### config.mk
export PLATFORM = sky130hd
export DESIGN_NAME = conv_result_drain
export DESIGN_NICKNAME = d
export VERILOG_FILES = /design/src/rtl/conv_result_drain.sv
export SDC_FILE = /design/constraint.sdc
export NUM_CORES = 1
export LEC_CHECK = 0
export ABC_CLOCK_PERIOD_IN_PS = 11200
export BUFFER_PORTS_ARGS = -buffer_cell sky130_fd_sc_hd__buf_2
export CORE_MARGIN = 2
export CORE_UTILIZATION = 56
export CTS_BUF_LIST = sky130_fd_sc_hd__clkbuf_4
export CTS_CLUSTER_SIZE = 10
export DETAILED_ROUTE_END_ITERATION = 6
export PLACE_DENSITY = 0.79
export SLEW_MARGIN = 0
export SYNTH_ARGS = -nofsm -noshare
export SYNTH_HDL_FRONTEND = slang
export SYNTH_SLANG_ARGS = --single-unit
### constraint.sdc
create_clock -name clk -period 11.2 [get_ports clk]
set_input_delay 2.8 -clock clk [delete_from_list [all_inputs] [get_ports clk]]
set_output_delay 2.8 -clock clk [all_outputs]
set_load 0.1 [all_outputs]
### src/rtl/conv_result_drain.sv
// conv_result_drain: captures NPU conv write-back vectors into a small FIFO and
// drains them byte-serially, MSB byte first, over a valid/ready host port.
module conv_result_drain #(
  parameter int LENGTH = 16,
  parameter int DEPTH  = 4,
  parameter int ADDR_W = 5
) (
  input  logic                      clk,
  input  logic                      reset,
  input  logic                      conv_write,
  input  logic [ADDR_W-1:0]         conv_addr,
  input  logic [LENGTH*8-1:0]       conv_v,
  output logic                      out_valid,
  input  logic                      out_ready,
  output logic [7:0]                out_data,
  output logic [ADDR_W-1:0]         out_addr,
  output logic [$clog2(LENGTH)-1:0] out_idx,
  output logic                      out_last,
  output logic [$clog2(DEPTH):0]    count,
  output logic                      full,
  output logic                      overflow,
  input  logic                      clear_ovf
);

  localparam int IDX_W = $clog2(LENGTH);
  localparam int PTR_W = $clog2(DEPTH);
  localparam int CNT_W = PTR_W + 1;
  localparam logic [IDX_W-1:0] LAST_IDX  = IDX_W'(LENGTH - 1);
  localparam logic [CNT_W-1:0] DEPTH_CNT = CNT_W'(DEPTH);

  localparam logic [0:0] IDLE = 1'b0;
  localparam logic [0:0] SEND = 1'b1;

  logic [0:0]          state;
  logic [0:0]          state_next;
  logic [IDX_W-1:0]    idx;
  logic [PTR_W-1:0]    wr_ptr;
  logic [PTR_W-1:0]    rd_ptr;
  logic [CNT_W-1:0]    cnt;
  logic [CNT_W-1:0]    cnt_next;
  logic [LENGTH*8-1:0] vec_mem  [DEPTH];
  logic [ADDR_W-1:0]   addr_mem [DEPTH];
  logic [LENGTH*8-1:0] head_vec;
  logic [IDX_W-1:0]    sel;
  logic                xfer;
  logic                pop;
  logic                push;

  // A full FIFO still accepts a vector when its head retires in the same cycle.
  assign full = (cnt == DEPTH_CNT);
  assign xfer = (state == SEND) && out_ready;
  assign pop  = xfer && (idx == LAST_IDX);
  assign push = conv_write && (!full || pop);

  always_comb begin
    // NOTE: every combinational output gets a default first, so no path can infer a latch.
    cnt_next   = cnt;
    state_next = state;
    case ({push, pop})
      2'b10:   cnt_next = cnt + CNT_W'(1);
      2'b01:   cnt_next = cnt - CNT_W'(1);
      default: cnt_next = cnt;
    endcase
    case (state)
      IDLE:    state_next = (cnt_next != '0) ? SEND : IDLE;
      SEND:    state_next = (pop && cnt_next == '0) ? IDLE : SEND;
      default: state_next = IDLE;
    endcase
  end

  // Byte i of the vector sits at bit offset 8*(LENGTH-1-i).
  assign sel       = LAST_IDX - idx;
  assign head_vec  = vec_mem[rd_ptr];
  assign out_valid = (state == SEND);
  assign out_data  = out_valid ? head_vec[{sel, 3'b000} +: 8] : 8'h00;
  assign out_addr  = out_valid ? addr_mem[rd_ptr] : '0;
  assign out_idx   = idx;
  assign out_last  = out_valid && (idx == LAST_IDX);
  assign count     = cnt;

  always_ff @(posedge clk or negedge reset) begin
    // NOTE: sequential state uses non-blocking assignments so every register samples pre-edge values.
    if (!reset) begin
      state    <= IDLE;
      idx      <= '0;
      wr_ptr   <= '0;
      rd_ptr   <= '0;
      cnt      <= '0;
      overflow <= 1'b0;
    end else begin
      state <= state_next;
      cnt   <= cnt_next;
      if (push) wr_ptr <= wr_ptr + PTR_W'(1);
      if (pop)  rd_ptr <= rd_ptr + PTR_W'(1);
      if (xfer) idx    <= pop ? '0 : idx + IDX_W'(1);
      if (conv_write && !push) overflow <= 1'b1;
      else if (clear_ovf)      overflow <= 1'b0;
    end
  end

  // NOTE: the storage array is deliberately not reset; the port gates it with out_valid so stale contents never escape.
  always_ff @(posedge clk) begin
    if (push) begin
      vec_mem[wr_ptr]  <= conv_v;
      addr_mem[wr_ptr] <= conv_addr;
    end
  end

endmodule

==> out/results.ini <==
[sta]
setup_tns_ps=0
slew_headroom_pct=30.78
fin_crit_sh_pct=65.79
hold_viol=0
fin_crit_ps=7369
worst_pin_slew_ps=1012
fmax_ghz=0.1357
timing.final.max_slew_violations=0
finClkSkew_ps=52.26
finalSetupViolCount=0
rsz0062_at_grt=no

[die]
core_mm2=0.03758
ios=162
rows=71
dieArea_mm2=0.03968
die_y_um=199.2
floorplan.initialDensity_pct=56.78
die_x_um=199.2

[setup_path]
cpPeakStageDelay_ps=820
end_kind=output pin
cp_cell_sequence=buf_12, mux2_2, o22ai_1, a2111oi_0, nor3_1, o32ai_1, buf_2
crit_family=compound AO/OA/AOI/OAI gates
ff2ff_path_depth=8
timing.rr.end=vec_mem[1][70]
crit_slowest_cell=dfrtp_4
cp-startpoint=rd_ptr[1]
crit_fanout=133
cp-start-kind=register
worstPathRequired_ps=8400
rr_startpoint=out_idx[1]
worst_ep_arrival_time_ps=4570
criticalPathCategory=reg2out
reg2reg_setup_slack_ps=6300
crit_buf_inv=2

[detailed_routing]
firstDrtPassIters=5
drt-vias-per-instance=5.907
vias=11424
wl_per_cell_um=23.63
antenna_left=0
drc_errors=0
first_iter_violations=970
routed_wl_um=45690

[clock_tree]
ctsResizeCount=0
htreeDepth=4
cts_buffer_depth=3
post-cts-setup-buffers=0
cts_hold_buffers=0
path_clk_slew_ps=70
cts_tree=built
cts.sinks=545
clk_latency_ps=820
root_buffer=clkbuf_4
cts_made_buffers=137

[synthesis]
synth_fa_ha_area_share_pct=0.3871
synthMuxAreaShare_pct=14.00
avgSynthCellArea_um2=20.11
synth_top_family_by_area=multiplexers
synth_compound_gate_area_share_pct=4.076
synth_top_cell_area_share_pct=74.88
synth-seq-cells=545
yosys.area.top_type=edfxtp_1
postSynthCellCount=1061
syn-num-nets=1205
ys_seq_area_share_pct=76.40
synthXorXnorAreaFrac_pct=0.2463
yosys_most_used_dff=edfxtp_1
synth_area_mm2=0.02134
yosys.area_share.simple_pct=2.762
yosys-top-cells-area=edfxtp_1, mux4_2, mux2_2
synth-edff-count=532
yosysWarnings=0
async_flop_share_pct=2.385
ys_types=45

[place]
place_congestion=0.7847
placed_area_mm2=0.02251
dp.final_hpwl_um=27710
port_buffers=161

[worst_hold_path]
hold_class=reg2reg
min_from=overflow
hold_path_end=overflow
hold_depth=2

[power]
swShare_pct=34.70
p_leak_nw=8.189
power.density_mw_per_mm2=270.1
ir_worst_vdd_v=0.0001590
p_seq_share_pct=43.0
p_int_mw=4.299
combPwrFrac_pct=30.5
clkPwrFrac_pct=26.5
p_sw_mw=2.284

[cells_and_area]
fin_area_mm2=0.02437
multiInputGateArea_mm2=0.004591
drive_gt1_share_pct=39.86
final_cell_mix=edfxtp_1, clkbuf_4, buf_2, mux2_2, mux4_2
final_common_cell=edfxtp_1
num-nets-final=1463
fillers=2517
area_growth_syn_to_layout_pct=14.24
regArea_mm2=0.01631

[global_routing]
grt_pass1_vias=11616
antenna_found_initial=19
grt_pass1_wl_um=68000
grt_max_degree=134
overflow=0
grt_usage_pct=23.44

[outcome]
status=finished, final reports clean

[job]
max-cap-violations=0

## how the worst max path moves through the flow
stage,endpoint,slack (ps),depth (start not counted)
after global routing,out_data[1],3530,7
final,out_data[1],3830,7
after global placement,out_data[5],4760,7
after CTS,out_data[6],3790,7
after floorplan,out_data[4],4070,7
after detailed placement,out_data[6],4700,7
## cells in the mapped netlist (15+ instances only)
master     instances
buf_4             15
a211oi_1          24
mux2_2            87
clkbuf_1          15
a2111oi_0         17
mux4_2            69
o22ai_1           48
nor2_1            22
nor3_1            20
nor2b_1           23
edfxtp_1         532
mux2i_1           43
## power groups by stage
stage	Clock (mW)	Combinational, mW	Sequential (mW)
floorplan	0	1.46	2.93
global placement	0	1.98	2.85
detailed placement	0	2.01	2.87
CTS	1.78	2.02	2.83
global route	1.88	2.11	2.86
finish	1.74	2.01	2.83
## cell type report
type	count	share of cell area, %
Sequential cell	545	66.91
Clock buffer	198	6.098
Tap cell	511	2.623
Clock inverter	32	1.412
Timing Repair Buffer	178	3.881
Antenna cell	13	0.1335
Inverter	7	0.1078
Multi-Input combinational cell	450	18.83
## logic make-up after synthesis
logic type      Yosys count
mux                     201
simple gates            112
xor+xnor                  6
fa+ha+maj                 6
flops                   545
buf+inv                  66
compound gates          125
## per-stage QoR
stage | worst slack, ps | cells | total power [mW] | hold slack (ps) | utilization, %
after floorplan | 4074 | 1061 | 4.389 | 579.6 | -
final | 3831 | 1934 | 6.583 | 525.3 | 64.87
after global routing | 3534 | 1929 | 6.862 | 557.9 | 64.83
after global placement | 4758 | 1691 | 4.827 | 493.4 | 59.91
after CTS | 3794 | 1921 | 6.625 | 523.8 | 64.78
after detailed placement | 4697 | 1691 | 4.878 | 512.2 | 59.91
## flip-flops by register name (all words and copies together), names as in the netlist
name	cells
addr_mem	20
vec_mem	512
out_idx	4
overflow	1
out_valid	1
count	3
rd_ptr	2
wr_ptr	2
## layer usage
metal | track usage (%) | routed length [um] | vias up
met2 | 36.20 | 22390 | 497
met5 | 0 | 93 | -
met4 | 8.789 | 955 | 16
met3 | 7.055 | 3700 | 85
met1 | 31.87 | 18550 | 5829
li1 | - | - | 4997
## worst min-delay path: stages (launching register included)
cell and delay, ps:
dfrtp_1 370, inv_1 50, o21ai_0 70
Note: power is estimated with default switching activity, not from simulation.
